$ cat config.mk
export PLATFORM = sky130hd
export DESIGN_NAME = psg_wave_dma
export DESIGN_NICKNAME = d
export VERILOG_FILES = /design/src/rtl/psg_pkg.sv /design/src/rtl/psg_rr_arbiter.sv /design/src/rtl/psg_wave_dma.sv
export SDC_FILE = /design/constraint.sdc
export NUM_CORES = 1
export LEC_CHECK = 0
export CORE_UTILIZATION = 60
export CTS_CLUSTER_SIZE = 28
export DETAILED_ROUTE_END_ITERATION = 10
export DONT_BUFFER_PORTS = 1
export PLACE_DENSITY = 0.74
export REMOVE_ABC_BUFFERS = 1
export SETUP_SLACK_MARGIN = 0.02
export SLEW_MARGIN = 20
export SYNTH_ARGS = -nofsm -noshare
export SYNTH_HDL_FRONTEND = slang
export SYNTH_SLANG_ARGS = --single-unit
$ cat constraint.sdc
create_clock -name clk -period 7.63 [get_ports clk]
set_input_delay 0.763 -clock clk [delete_from_list [all_inputs] [get_ports clk]]
set_output_delay 0.763 -clock clk [all_outputs]
set_load 0.01 [all_outputs]
$ cat src/rtl/psg_pkg.sv
// Shared types and constants for the PSG wave-table DMA responder.
package psg_pkg;

  localparam int NVOICE   = 4;
  localparam int SAMPLE_W = 12;

  typedef enum logic [1:0] {
    ST_IDLE = 2'd0,
    ST_READ = 2'd1,
    ST_ACK  = 2'd2
  } psg_state_e;

  function automatic logic [NVOICE-1:0] voice_onehot(input logic [1:0] v);
    logic [NVOICE-1:0] oh;
    oh    = {NVOICE{1'b0}};
    oh[v] = 1'b1;
    return oh;
  endfunction

endpackage

$ cat src/rtl/psg_rr_arbiter.sv
// Combinational round-robin picker: first requesting voice strictly after ptr, wrapping 3->0.
module psg_rr_arbiter
  import psg_pkg::*;
(
  input  logic [NVOICE-1:0] req,
  input  logic [1:0]        ptr,
  output logic [NVOICE-1:0] gnt,
  output logic [1:0]        idx,
  output logic              vld
);

  logic [1:0] cand_s;
  logic       found_s;

  // scan ptr+1 .. ptr+4 (ptr itself last) and keep the first hit
  always_comb begin
    cand_s  = 2'd0;
    found_s = 1'b0;
    idx     = 2'd0;
    for (int i = 1; i <= NVOICE; i++) begin
      cand_s = ptr + 2'(i);
      if (!found_s && req[cand_s]) begin
        found_s = 1'b1;
        idx     = cand_s;
      end else begin
        found_s = found_s;
      end
    end
    vld = found_s;
    if (found_s) begin
      gnt = voice_onehot(idx);
    end else begin
      gnt = {NVOICE{1'b0}};
    end
  end

endmodule

$ cat src/rtl/psg_wave_dma.sv
// Wave-table DMA responder for the 4-voice PSG: round-robin grant, one memory read, one-cycle ack.
// Optional macro PSG_WAVE_DMA_TIMEOUT_EN adds a mem_ack timeout with a sticky err flag.
module psg_wave_dma
  import psg_pkg::*;
#(
  parameter int AW           = 24,
  parameter int DW           = 16,
  parameter int RELEASE_HOLD = 4,
  parameter int TIMEOUT      = 15
) (
  input  logic          clk,
  input  logic          rst,
  input  logic [3:0]    br,
  input  logic [11:0]   adr0,
  input  logic [11:0]   adr1,
  input  logic [11:0]   adr2,
  input  logic [11:0]   adr3,
  input  logic [AW-1:0] base0,
  input  logic [AW-1:0] base1,
  input  logic [AW-1:0] base2,
  input  logic [AW-1:0] base3,
  output logic [3:0]    bg,
  output logic [2:0]    bgn,
  output logic          ack,
  output logic [11:0]   wave,
  output logic          err,
  output logic          mem_cyc,
  output logic          mem_stb,
  output logic [AW-1:0] mem_adr,
  input  logic          mem_ack,
  input  logic [DW-1:0] mem_dat_i
);

  localparam int HW = $clog2(RELEASE_HOLD + 1);

  psg_state_e            state_r, state_nx_s;
  logic [1:0]            ptr_r, ptr_nx_s;
  logic [HW-1:0]         hold_r    [NVOICE];
  logic [HW-1:0]         hold_nx_s [NVOICE];
  logic [NVOICE-1:0]     hold_nz_s, elig_s, gnt_s;
  logic [1:0]            gidx_s;
  logic                  gvld_s;
  logic [3:0]            bg_r, bg_nx_s;
  logic [2:0]            bgn_r, bgn_nx_s;
  logic                  ack_r, ack_nx_s;
  logic [SAMPLE_W-1:0]   wave_r, wave_nx_s;
  logic                  cyc_r, cyc_nx_s;
  logic [AW-1:0]         adr_r, adr_nx_s, sum_s;
  logic [11:0]           adr_a_s  [NVOICE];
  logic [AW-1:0]         base_a_s [NVOICE];
  logic                  tmo_hit_s;
  logic                  unused_dat_s;

  assign adr_a_s[0]  = adr0;
  assign adr_a_s[1]  = adr1;
  assign adr_a_s[2]  = adr2;
  assign adr_a_s[3]  = adr3;
  assign base_a_s[0] = base0;
  assign base_a_s[1] = base1;
  assign base_a_s[2] = base2;
  assign base_a_s[3] = base3;
  assign unused_dat_s = ^mem_dat_i[DW-1:SAMPLE_W];

  // eligibility mask for the arbiter
  always_comb begin
    for (int v = 0; v < NVOICE; v++) begin
      hold_nz_s[v] = (hold_r[v] != {HW{1'b0}});
    end
    elig_s = br & ~hold_nz_s & ~bg_r;
  end

  psg_rr_arbiter u_arb (
    .req (elig_s),
    .ptr (ptr_r),
    .gnt (gnt_s),
    .idx (gidx_s),
    .vld (gvld_s)
  );

  // table index is zero-extended; the sum wraps modulo 2^AW
  assign sum_s = base_a_s[gidx_s] + {{(AW-12){1'b0}}, adr_a_s[gidx_s]};

`ifdef PSG_WAVE_DMA_TIMEOUT_EN
  localparam int TW = $clog2(TIMEOUT + 1);
  logic [TW-1:0] tmo_r;
  logic          err_r;

  assign tmo_hit_s = (state_r == ST_READ) && (tmo_r == TW'(TIMEOUT - 1));
  assign err       = err_r;

  // READ-cycle counter and sticky timeout flag; counter is zero whenever a transfer begins
  always_ff @(posedge clk) begin
    if (rst) begin
      tmo_r <= {TW{1'b0}};
      err_r <= 1'b0;
    end else begin
      tmo_r <= (state_r == ST_READ && !mem_ack) ? tmo_r + TW'(1) : {TW{1'b0}};
      err_r <= err_r | (tmo_hit_s && !mem_ack);
    end
  end
`else
  assign tmo_hit_s = 1'b0;
  assign err       = 1'b0;
`endif

  // state register and all registered outputs
  always_ff @(posedge clk) begin
    if (rst) begin
      state_r <= ST_IDLE;
      ptr_r   <= 2'd3;
      bg_r    <= 4'd0;
      bgn_r   <= 3'd0;
      ack_r   <= 1'b0;
      wave_r  <= {SAMPLE_W{1'b0}};
      cyc_r   <= 1'b0;
      adr_r   <= {AW{1'b0}};
      for (int v = 0; v < NVOICE; v++) hold_r[v] <= {HW{1'b0}};
    end else begin
      state_r <= state_nx_s;
      ptr_r   <= ptr_nx_s;
      bg_r    <= bg_nx_s;
      bgn_r   <= bgn_nx_s;
      ack_r   <= ack_nx_s;
      wave_r  <= wave_nx_s;
      cyc_r   <= cyc_nx_s;
      adr_r   <= adr_nx_s;
      for (int v = 0; v < NVOICE; v++) hold_r[v] <= hold_nx_s[v];
    end
  end

  // next-state logic
  always_comb begin
    state_nx_s = state_r;
    case (state_r)
      ST_IDLE: begin
        if (gvld_s) state_nx_s = ST_READ;
        else        state_nx_s = ST_IDLE;
      end
      ST_READ: begin
        if (mem_ack || tmo_hit_s) state_nx_s = ST_ACK;
        else                      state_nx_s = ST_READ;
      end
      ST_ACK:  state_nx_s = ST_IDLE;
      default: state_nx_s = ST_IDLE;
    endcase
  end

  // next values of the registered outputs, pointer and hold counters
  always_comb begin
    ptr_nx_s  = ptr_r;
    bg_nx_s   = bg_r;
    bgn_nx_s  = bgn_r;
    ack_nx_s  = 1'b0;
    wave_nx_s = wave_r;
    cyc_nx_s  = cyc_r;
    adr_nx_s  = adr_r;
    for (int v = 0; v < NVOICE; v++) begin
      if (state_r == ST_ACK && bg_r[v]) begin
        hold_nx_s[v] = HW'(RELEASE_HOLD);
      end else if (hold_nz_s[v]) begin
        hold_nx_s[v] = hold_r[v] - HW'(1);
      end else begin
        hold_nx_s[v] = hold_r[v];
      end
    end
    case (state_r)
      ST_IDLE: begin
        if (gvld_s) begin
          bg_nx_s  = gnt_s;
          bgn_nx_s = {1'b0, gidx_s};
          adr_nx_s = sum_s;
          cyc_nx_s = 1'b1;
          ptr_nx_s = gidx_s;
        end else begin
          cyc_nx_s = 1'b0;
        end
      end
      ST_READ: begin
        if (mem_ack) begin
          wave_nx_s = mem_dat_i[SAMPLE_W-1:0];
          cyc_nx_s  = 1'b0;
          ack_nx_s  = 1'b1;
        end else if (tmo_hit_s) begin
          wave_nx_s = {SAMPLE_W{1'b0}};
          cyc_nx_s  = 1'b0;
          ack_nx_s  = 1'b1;
        end else begin
          cyc_nx_s  = 1'b1;
        end
      end
      ST_ACK: begin
        bg_nx_s = 4'd0;
      end
      default: begin
        bg_nx_s  = 4'd0;
        cyc_nx_s = 1'b0;
      end
    endcase
  end

  assign bg      = bg_r;
  assign bgn     = bgn_r;
  assign ack     = ack_r;
  assign wave    = wave_r;
  assign mem_cyc = cyc_r;
  assign mem_stb = cyc_r;
  assign mem_adr = adr_r;

endmodule

# After elaboration in Yosys (flattened, before gate mapping)
# Memories as Yosys holds them, arrays and structs flattened.
# Cells that the tools add are included.
# op_classes
n_addsub	8
order_cmp	7
n_eq_ne	3
muxes	48
bitwise_logic	10
n_reduce_logical	20
# op_table
op	n
24-bit binary-select mux with 2-bit select	1
24-bit 2-to-1 mux	2
3-bit 2-to-1 mux	12
24-bit by 12-bit adder with 24-bit output	1
12-bit binary-select mux with 2-bit select	1
12-bit 2-to-1 mux	2
1-bit 2-to-1 mux	16
2-bit by 3-bit less-than comparator with 1-bit output, second input constant	5
3-bit nonzero test	4
3-bit by 1-bit subtractor with 3-bit output, second input constant	4
2-bit 2-to-1 mux	5
4-bit AND	2
1-bit binary-select mux with 2-bit select	4
1-bit logical AND	8
4-bit NOT	2
4-bit one-hot mux with 2 select lines	1
2-bit AND reduction	3
2-bit adder, second input constant	2
4-bit 2-to-1 mux	1
1-bit bitwise OR	4
2-bit one-hot mux with 2 select lines	1
3-bit >= comparator, second input constant	1
1-bit logical NOT	3
2-bit NOT with 3-bit output	1
10 further kinds	10
# totals
regBits	48
mem_bits_rw	12
output_inout_bits	47
wordCells	105
memories	1
# memory_table
name	words	width	rd	rd_clocked_by_memory_dff	write_ports	line	rtl
hold_r	4	3	4	0	4	psg_wave_dma.sv:38	logic [HW-1:0] hold_r [NVOICE];

# Logic depth before layout (Yosys ltp)
# Gate-level depths: netlist of run 1.
# An unclocked memory read counts as a cell.
# logic_depth
ltp_word	23
ltp_mapped	24

# By module
# From an unflattened synthesis of run 1, not the netlist that was laid out.
# hier_totals
cells_unflattened	448
area_unflattened_um2	4229.1
# modules_own_cells
mod	n_inst	cells_per_inst	area_per_inst_um2	seq_area_each_um2
psg_wave_dma	1	414	4006.3	1201.2
psg_rr_arbiter	1	34	222.7	0.0

# Worst setup path after synthesis of run 1
# OpenSTA, ideal clock, no wires.
# synth_timing
path_kind	register -> register
from	mem hold_r[0][0] in the netlist's numbering
to	reg adr_r[20], in the netlist mem_adr[20]
setup_ps	91
arrival_ps	4710
t_required_ps	7539
slack_ps	2829
path_stages_with_launch	25
n_path_buf	6
period_less_slack_ps	4801
path_cell_list	dfxtp_1 > inv_1 > ha_1 > ha_1 > buf_4 > and3b_4 > nor3b_2 > a211o_1 > buf_4 > buf_12 > buf_6 > clkbuf_1 > buf_1 > nand2_1 > a31oi_1 > ha_1 > fa_1 > a21o_1 > a21oi_1 > o21ai_0 > a41oi_1 > a21oi_1 > nand3_2 > or4_1 > a311oi_1
# synth_lines
item	line	rtl
start, declared	psg_wave_dma.sv:38	
end signal, assigned	psg_wave_dma.sv:116	adr_r <= {AW{1'b0}};
end signal, assigned	psg_wave_dma.sv:126	adr_r <= adr_nx_s;
end, declared	psg_wave_dma.sv:48	logic [AW-1:0] adr_r, adr_nx_s, sum_s;

==> flow_metrics.env, run 1 <==
export IMPL_clk_path_buf_depth=2
export IMPL_rows=30
export IMPL_nNetsFinal=752
export IMPL_cpPeakStageDelay_ns=0.81
export IMPL_grt_pass1_vias=3485
export IMPL_fin_cells=661
export IMPL_synthTopCellsByArea="dfxtp_1 (27%), nand2_1 (10%), mux2i_1 (7.7%)"
export IMPL_cap_violations=0
export IMPL_synth_edff_count=0
export IMPL_grtUsageTotal=0.253
export IMPL_cpMostUsedCell="ha_1"
export IMPL_cp_max_fo=43
export IMPL_cp_required_ns=7.86
export IMPL_crit_chain="inv_1 -> ha_1 -> ha_1 -> nand3b_1 -> o22ai_1 -> a211oi_4 -> buf_4 -> a211oi_1 -> a31oi_1 -> ha_1 -> a21oi_1 -> nor2_1 -> nor3_1 -> nor3_1 -> a2111oi_0 -> nand4b_1 -> nor4_1 -> o31a_1"
export IMPL_die_h_um=87.9
export IMPL_slew_headroom=0.345
export IMPL_status="complete, no violations"
export IMPL_insertedDiodeCount=0
export IMPL_finClkSkew_ns=0.00841
export IMPL_ant_nets=0
export IMPL_clock_latency_ns=0.34
export IMPL_crit_type="register to register"
export IMPL_start_util=0.638
export IMPL_crit_family="compound AO/OA/AOI/OAI gates"
export IMPL_area_growth_pct=4.52
export IMPL_grt_pass1_wl_um=15300
export IMPL_dp_hpwl_um=7650
export IMPL_dp_cells=645
export IMPL_num_io_pins=214
export IMPL_cts_buffers=9
export IMPL_syn_area_um2=4430
export IMPL_max_freq_mhz=180
export IMPL_yosys_area_share_adder=0.0723
export IMPL_min_period_over_period=0.729
export IMPL_wl_per_cell_um=15.4
export IMPL_cts_root_buf="clkbuf_8"
export IMPL_clock_sinks=60
export IMPL_num_vias=3984
export IMPL_yosys_most_used_dff="dfxtp_1"
export IMPL_finalHoldViolations=0
export IMPL_cts_htree_levels=3
export IMPL_clk_pin_slew_ns=0.07
export IMPL_drt_iter0_markers=137
export IMPL_holdBufCountCts=0
export IMPL_yosysUniqueCellTypes=60
export IMPL_drive_gt1_frac=0.0690
export IMPL_grt_overflow=0
export IMPL_worstMarginPinSlew_ns=0.979
export IMPL_final_min_clock_period_ns=5.56
export IMPL_yosysTopAreaCell="dfxtp_1"
export IMPL_synth_xor_area_frac=0.0336
export IMPL_antenna_found_initial=0
export IMPL_globalplace_congestion=0.855
export IMPL_crit_slowest_cell="a2111oi_0"
export IMPL_drc_errors=0
export IMPL_die_area_um2=7730
export IMPL_synth_seq_cells=60
export IMPL_synth_top_cell_area_share=0.271
export IMPL_cp_arrival_ns=5.80
export IMPL_synthMuxAreaShare=0.0958
export IMPL_first_pass_iters=4
export IMPL_post_cts_buffers=0
export IMPL_avgSynthCellArea_um2=7.57
export IMPL_yosys_area_share_simple=0.258
export IMPL_synthCells=585
export IMPL_grt_start_max_net_pins=46
export IMPL_path_buf_inv=2
export IMPL_core_area_um2=6940
export IMPL_ys_warn_count=0
export IMPL_async_flop_share=0
export IMPL_port_buffers=0
export IMPL_crit_path_end_kind="register"
export IMPL_wl_um=10200
export IMPL_fin_setup_tns_ns=0
export IMPL_drv_slew=0
export IMPL_cts_tree="built"
export IMPL_grt_setup_unrepaired="false"
export IMPL_post_cts_resize_count=0
export IMPL_ys_seq_area_frac=0.271
export IMPL_viasPerCell=6.03
export IMPL_synth_compound_area_frac=0.204
export IMPL_worstHoldPathType="input pin to register"
export IMPL_synth_top_family_by_area="simple AND/OR/NAND/NOR gates"
export IMPL_finalSetupViolCount=0
export IMPL_die_w_um=87.9
export IMPL_setup_worst_path_start_class="register"
==> stage by stage <==
step                      area [um2]  hold slack (ns)  setup WS, ns   util
after floorplan                 4230            0.470         0.502      -
after global placement          4400            0.483          2.24  0.634
after detailed placement        4400            0.487          2.15  0.634
after CTS                       4630            0.474          2.15  0.666
after global routing            4630            0.463          1.65  0.666
final                           4630            0.485          2.07  0.666
==> cell type report <==
type / instances / area [um2]
repair buffers: 4 / 30.0
clock inverters: 7 / 100
multi-input cells: 463 / 2970
clock buffers: 9 / 124
inverters: 22 / 82.6
well taps: 96 / 120
flip-flops and latches: 60 / 1200
fillers: 594 / 2320
==> registers in the layout, summed over array words and instances (netlist names) <==
signal   cells
bg           4
bgn          2
state_r      2
hold_r      12
wave        12
mem_cyc      1
mem_adr     24
ack          1
ptr_r        2
==> path summary, 6_finish.rpt <==
check | from | endpoint | slack [ns] | depth (start not counted)
worst max-delay path | hold_r[3][0] | mem_adr[21] | 2.07 | 18
worst max register to register | hold_r[3][0] | mem_adr[21] | 2.07 | 18
worst min-delay path | rst | hold_r[0][2] | 0.48 | 1
worst min register to register | wave[10] | wave[10] | 0.48 | 2
==> placed cells by master (no fill, tap or decap), types with 3 or more instances in the layout <==
cell        n
a211oi_1   28
a21oi_1    43
a311oi_1    5
a31oi_1    25
and2_1     23
and3_1      9
buf_4       4
clkbuf_8    9
clkinv_4    3
dfxtp_1    60
ha_1       24
inv_1      22
mux2_2      3
mux2i_1    34
nand2_1   120
nand2b_1    3
nand3_1     6
nand3b_1    5
nand4b_1    4
nor2_1     32
nor3_1      9
nor4_1      4
o21ai_0    12
o21ai_1     3
o21bai_1    3
o31ai_1     5
or2_2       4
or3_1       3
or4_1       3
xnor2_1    14
xor2_1      3
==> worst reg2reg max path: cells and delay by family (launching register included) <==
kind / cells / cell delay (ns)
compound gates: 7 / 2.67
fa+ha+maj: 3 / 0.79
buf+inv: 2 / 0.55
flops: 1 / 0.34
simple gates: 6 / 1.12
==> logic make-up (layout without fill, tap and decap cells) <==
family          count (synthesis)  after routing
xor+xnor                       17             17
fa+ha+maj                      25             25
buf+inv                        63             42
mux                            40             40
other cells                     1              2
simple gates                  238            238
compound gates                141            141
flops                          60             60
==> synth_stat cells (all sizes together) (2+ instances only) <==
cell / instances
mux2i: 37
buf: 13
o31ai: 5
nor2: 33
o21bai: 3
clkbuf: 28
o31a: 2
a31oi: 25
a311oi: 5
nand3b: 6
nand4b: 4
ha: 24
nor2b: 2
a2111oi: 2
nor4: 4
o21ai: 16
and2: 25
xnor2: 14
nand2: 120
a211oi: 29
o211a: 2
a21oi: 43
o21a: 2
nor3b: 2
mux2: 3
or4: 3
nor3: 9
nand3: 7
xor2: 3
nand2b: 3
or2: 4
or3: 3
and3: 9
inv: 22
dfxtp: 60
==> metal layers <==
layer	part of all wire	track usage	up-vias
met5	0	0	-
met4	0.021	0.121	0
met3	0.062	0.0518	17
met2	0.52	0.462	142
met1	0.40	0.279	1819
li1	-	-	2006
Power of run 1 is left out: the tool's default activity adds up to more than one toggle a clock period on the data nets, which glitch-free logic cannot reach.
==> run 2: changes to the inputs <==
--- a/config.mk
+++ b/config.mk
@@ -5,11 +5,12 @@
 export SDC_FILE = /design/constraint.sdc
 export NUM_CORES = 1
 export LEC_CHECK = 0
-export CORE_UTILIZATION = 60
+export ABC_AREA = 1
+export CORE_UTILIZATION = 59
 export CTS_CLUSTER_SIZE = 28
 export DETAILED_ROUTE_END_ITERATION = 10
 export DONT_BUFFER_PORTS = 1
-export PLACE_DENSITY = 0.74
+export PLACE_DENSITY = 0.76
 export REMOVE_ABC_BUFFERS = 1
 export SETUP_SLACK_MARGIN = 0.02
 export SLEW_MARGIN = 20
==> constraint.sdc (replaced) <==
create_clock -name clk -period 4.91 [get_ports clk]
set_input_delay 0.491 -clock clk [delete_from_list [all_inputs] [get_ports clk]]
set_output_delay 0.491 -clock clk [all_outputs]
set_load 0.01 [all_outputs]
==> run 2 against run 1 <==
Sequential share of layout area is 2.1 points lower. Non-clock buffer count rose by 14. Highest routed layer unchanged. Cell count up 31%. Clock skew down 0.0029 ns. Setup slack lost 1.6 ns. First-iteration DRC count grew 86%. Critical path depth up 11. Synthesized cell count is 32% higher. Largest cell class unchanged.
==> flow_metrics.env, run 2 <==
export IMPL_start_util=0.614
export IMPL_layout_common_cells="nand2_1 (202), inv_1 (92), nor2_1 (82), dfxtp_1 (60), nand3_1 (55)"
export IMPL_cap_violations=0
export IMPL_globalplace_congestion=0.954
export IMPL_rows=32
export IMPL_slew_headroom=0.475
export IMPL_grt_setup_unrepaired="false"
export IMPL_drt_iter0_markers=255
export IMPL_die_w_um=92.2
export IMPL_num_io_pins=214
export IMPL_cts_root_buf="clkbuf_8"
export IMPL_cpMostUsedCell="nand2_1"
export IMPL_worstHoldPathType="input pin to register"
export IMPL_crit_slowest_cell="ha_1"
export IMPL_wl_um=13100
export IMPL_ant_nets=0
export IMPL_core_area_um2=7810
export IMPL_final_min_clock_period_ns=4.43
export IMPL_synthTopCellsByCount="nand2_1 (202), inv_1 (92), nor2_1 (83), dfxtp_1 (60), nand3_1 (55)"
export IMPL_ys_seq_area_frac=0.250
export IMPL_cp_arrival_ns=4.66
export IMPL_wl_per_cell_um=15.1
export IMPL_cts_htree_levels=3
export IMPL_viasPerCell=5.61
export IMPL_finalSetupViolCount=0
export IMPL_grt_overflow=0
export IMPL_cp_required_ns=5.14
export IMPL_min_period_over_period=0.901
export IMPL_synth_seq_cells=60
export IMPL_drive_gt1_frac=0.0940
export IMPL_synthCells=770
export IMPL_crit_type="register to register"
export IMPL_fin_setup_tns_ns=0
export IMPL_drc_errors=0
export IMPL_yosys_most_used_dff="dfxtp_1"
export IMPL_insertedDiodeCount=0
export IMPL_final_common_cell="nand2_1"
export IMPL_antenna_found_initial=0
export IMPL_async_flop_share=0
export IMPL_yosysUniqueCellTypes=38
export IMPL_syn_area_um2=4800
export IMPL_finClkSkew_ns=0.00546
export IMPL_avgSynthCellArea_um2=6.23
export IMPL_clock_latency_ns=0.33
export IMPL_max_freq_mhz=226
export IMPL_grt_pass1_vias=4291
export IMPL_yosysTopAreaCell="dfxtp_1"
export IMPL_clk_pin_slew_ns=0.06
export IMPL_num_vias=4867
export IMPL_clk_path_buf_depth=2
export IMPL_holdBufCountCts=0
export IMPL_first_pass_iters=7
export IMPL_dp_hpwl_um=10200
export IMPL_final_core_util=0.646
export IMPL_nNetsFinal=954
export IMPL_reg2reg_from="hold_r[3][0]"
export IMPL_cpPeakStageDelay_ns=0.36
export IMPL_critPathLaunch="hold_r[3][0]"
export IMPL_synth_top_cell_area_share=0.250
export IMPL_finalHoldViolations=0
export IMPL_setup_worst_path_start_class="register"
export IMPL_synth_edff_count=0
export IMPL_grt_start_max_net_pins=38
export IMPL_ys_warn_count=0
export IMPL_largest_reg_flops=24
export IMPL_cts_tree="built"
export IMPL_die_h_um=92.2
export IMPL_clock_sinks=60
export IMPL_worstMarginPinSlew_ns=0.785
export IMPL_synth_most_common_cell="nand2_1"
export IMPL_area_growth_pct=5.14
export IMPL_hp_start="rst"
export IMPL_grtUsageTotal=0.309
export IMPL_crit_path_end_kind="register"
export IMPL_drv_slew=0
export IMPL_cp_max_fo=17
export IMPL_die_area_um2=8500
export IMPL_status="complete, no violations"
export IMPL_port_buffers=0
export IMPL_grt_pass1_wl_um=20700
export IMPL_cts_buffers=9
export IMPL_synthTopCellsByArea="dfxtp_1 (25%), nand2_1 (16%), inv_1 (7.2%)"
-- run 2: cell types whose count changed after synthesis, sizes merged, moves of 19 or more --
| cell | delta |
|---|---|
| a211oi | -28 |
| a31oi | -23 |
| and2 | -24 |
| clkbuf | -20 |
| inv | +75 |
| mux2i | -37 |
| nand2 | +93 |
| nand3 | +53 |
| nand4 | +20 |
| nor2 | +61 |
| o21ai | +19 |
| o22ai | +33 |
-- run 2: path summary, 6_finish.rpt --
kind | slack (ns) | end | depth (start not counted)
hold reg to reg | 0.50 | hold_r[2][1] | 2
setup reg to reg | 0.48 | mem_adr[19] | 29
hold / removal | 0.22 | hold_r[0][2] | 1
setup / recovery | 0.48 | mem_adr[19] | 29
-- run 2: timing repair --
action / 4_1_cts / 5_1_grt
setup endpoints to repair: 0 / 10
resized for setup: 0 / 9
buffers inserted: 0 / 5
-- run 2: area by class of cell --
class | count | area (um2)
multi-input cells | 576 | 3030
repair buffers | 18 | 135
inverters | 97 | 369
flip-flops and latches | 60 | 1200
clock buffers | 11 | 151
fillers | 779 | 2760
clock inverters | 4 | 25.0
well taps | 102 | 128
-- run 2: worst max-delay path, delay by kind of cell (launching register included) --
family	cells	cell delay, ns
adder cells (fa/ha/maj)	3	0.84
AND/OR/NAND/NOR	17	1.86
flip-flops	1	0.34
buffers and inverters	3	0.20
AO/OA/AOI/OAI	6	1.07
-- run 2: logic make-up (layout without fill, tap and decap cells) --
logic type / count (synthesis) / in the layout / share of synthesized area
buffers and inverters: 135 / 130 / 0.124
other: 1 / 2 / 0.000782
AND/OR/NAND/NOR: 391 / 391 / 0.359
XOR/XNOR: 17 / 17 / 0.0310
AO/OA/AOI/OAI: 141 / 141 / 0.168
flip-flops: 60 / 60 / 0.250
adder cells (fa/ha/maj): 25 / 25 / 0.0668
-- run 2: per-stage QoR --
step / std cells / setup WS [ns] / instance area [um2] / hold slack, ns
2_1_floorplan: 733 / 0.338 / 4570 / 0.469
3_3_place_gp: 848 / 0.291 / 4800 / 0.478
3_5_place_dp: 848 / 0.171 / 4800 / 0.489
4_1_cts: 863 / 0.138 / 4980 / 0.206
5_1_grt: 868 / 0.0319 / 5040 / 0.207
6_report: 868 / 0.484 / 5040 / 0.221
-- run 2: layer usage --
| metal | track usage | up-vias | share of wire |
|---|---|---|---|
| met4 | 0.0872 | 0 | 0.018 |
| li1 | - | 2485 | - |
| met5 | 0 | - | 0 |
| met3 | 0.0423 | 16 | 0.076 |
| met1 | 0.386 | 2155 | 0.42 |
| met2 | 0.552 | 211 | 0.49 |
Power of run 2 is left out for the same reason.
==> run 3: changes to the inputs <==
--- a/config.mk
+++ b/config.mk
@@ -6,7 +6,9 @@
 export NUM_CORES = 1
 export LEC_CHECK = 0
 export ABC_AREA = 1
-export CORE_UTILIZATION = 59
+export CELL_PAD_IN_SITES_DETAIL_PLACEMENT = 0
+export CELL_PAD_IN_SITES_GLOBAL_PLACEMENT = 1
+export CORE_UTILIZATION = 39
 export CTS_CLUSTER_SIZE = 28
 export DETAILED_ROUTE_END_ITERATION = 10
 export DONT_BUFFER_PORTS = 1
==> run 3 against run 2 <==
Setup slack better by 0.073 ns. Sequential share of layout area shrank 0.76 points. Non-clock buffer count fell by 5. Via count shrank 1.7%. Utilization down 21 points. Global-route usage is 9.4 points lower. Flip-flop and latch count unchanged. Clock-buffer cell count did not move. Wire length rose by 4.3%. Critical path depth up 1. Die area grew 50%. Critical endpoint unchanged. Largest cell class unchanged. Highest routed layer unchanged.
==> flow_metrics.env, run 3 (same netlist as run 2, synthesis figures left out) <==
export IMPL_reg2reg_from="hold_r[2][0]"
export IMPL_worstHoldPathType="input pin to register"
export IMPL_finalSetupViolCount=0
export IMPL_crit_path_end_kind="register"
export IMPL_insertedDiodeCount=0
export IMPL_crit_slowest_cell="ha_1"
export IMPL_clk_pin_slew_ns=0.05
export IMPL_fin_setup_tns_ns=0
export IMPL_drc_errors=0
export IMPL_nNetsFinal=949
export IMPL_ant_nets=0
export IMPL_cp_max_fo=17
export IMPL_max_freq_mhz=230
export IMPL_num_io_pins=214
export IMPL_cts_root_buf="clkbuf_16"
export IMPL_worstMarginPinSlew_ns=0.718
export IMPL_die_w_um=113
export IMPL_dp_cells=892
export IMPL_start_util=0.399
export IMPL_largest_reg_flops=24
export IMPL_antenna_found_initial=0
export IMPL_cts_htree_levels=3
export IMPL_die_area_um2=12700
export IMPL_crit_type="register to register"
export IMPL_cp_arrival_ns=4.58
export IMPL_clk_path_buf_depth=2
export IMPL_wl_um=13700
export IMPL_clock_latency_ns=0.33
export IMPL_grt_setup_unrepaired="false"
export IMPL_cts_buffers=9
export IMPL_cpPeakStageDelay_ns=0.35
export IMPL_cts_tree="built"
export IMPL_die_h_um=113
export IMPL_min_period_over_period=0.886
export IMPL_cap_violations=0
export IMPL_drt_iter0_markers=287
export IMPL_fin_cells=908
export IMPL_core_area_um2=12000
export IMPL_rows=40
export IMPL_port_buffers=0
export IMPL_cpMostUsedCell="nand2_1"
export IMPL_first_pass_iters=4
export IMPL_grt_start_max_net_pins=38
export IMPL_ff2ff_setup_slack_ns=0.56
export IMPL_final_common_cell="nand2_1"
export IMPL_min_to="bgn[1]"
export IMPL_finalHoldViolations=0
export IMPL_layout_common_cells="nand2_1 (202), inv_1 (92), nor2_1 (82), dfxtp_1 (60), nand3_1 (55)"
export IMPL_setup_worst_path_start_class="register"
export IMPL_drive_gt1_frac=0.0894
export IMPL_drv_slew=0
export IMPL_grt_pass1_wl_um=21400
export IMPL_reg2reg_to="mem_adr[19]"
export IMPL_num_vias=4786
export IMPL_nFillCells=1272
export IMPL_clock_sinks=60
export IMPL_grt_overflow=0
export IMPL_finClkSkew_ns=0.00661
export IMPL_final_min_clock_period_ns=4.35
export IMPL_wl_per_cell_um=15.1
export IMPL_status="complete, no violations"
export IMPL_area_growth_pct=8.61
export IMPL_globalplace_congestion=0.862
export IMPL_grtUsageTotal=0.215
export IMPL_viasPerCell=5.27
export IMPL_cp_required_ns=5.14
export IMPL_holdPathStages=1
export IMPL_hp_start="rst"
export IMPL_slew_headroom=0.520
export IMPL_grt_pass1_vias=4390
export IMPL_dp_hpwl_um=10600
export IMPL_reg2regPathDepth=30
## run 3: worst max-delay path: cells and delay by family, from the launching register on
family	cells	cell delay [ns]
AO/OA/AOI/OAI	6	1.03
flip-flops	1	0.34
adder cells (fa/ha/maj)	3	0.78
AND/OR/NAND/NOR	16	1.57
buffers and inverters	5	0.52
## run 3: stage by stage
stage / setup WS (ns) / cell area [um2] / hold slack, ns / util
after detailed placement: 0.0395 / 4850 / 0.495 / 0.404
after CTS: 0.205 / 5150 / 0.216 / 0.429
final: 0.557 / 5210 / 0.232 / 0.434
after floorplan: 0.338 / 4570 / 0.469 / -
after global routing: 0.0369 / 5210 / 0.216 / 0.434
after global placement: 0.134 / 4850 / 0.478 / 0.404
## run 3: worst max-delay path by stage
| stage | startpoint | end | slack [ns] | cells past startpoint |
|---|---|---|---|---|
| final | hold_r[2][0] | mem_adr[19] | 0.56 | 30 |
| after global routing | hold_r[1][0] | mem_adr[19] | 0.04 | 29 |
| after CTS | hold_r[2][0] | mem_adr[19] | 0.21 | 28 |
| after detailed placement | hold_r[2][0] | mem_adr[19] | 0.04 | 28 |
| after global placement | hold_r[2][0] | mem_adr[19] | 0.13 | 28 |
| after floorplan | hold_r[0][0] | mem_adr[19] | 0.34 | 28 |
## run 3: metal layers
metal	track usage	routed length [um]	vias up
met5	0	0	-
met4	0.0781	222	0
met3	0.0477	876	13
met2	0.369	6480	166
met1	0.264	6100	2124
li1	-	-	2483
## run 3: layout make-up
cell class / count / area, um2 / area share
tap: 147 / 184 / 0.0353
clock buffer: 11 / 243 / 0.0466
multi-input combinational: 576 / 3070 / 0.588
timing repair buffer: 13 / 97.6 / 0.0187
clock inverter: 4 / 50.0 / 0.00961
sequential: 60 / 1200 / 0.231
inverter: 97 / 369 / 0.0708
## run 3: repair_timing
item                       in CTS  in global routing
hold buffers                    0                  0
setup endpoints to repair       1                 10
resized for setup               1                 14
pin swaps                       0                  3
setup buffers                   0                  1
Power of run 3 is left out for the same reason.
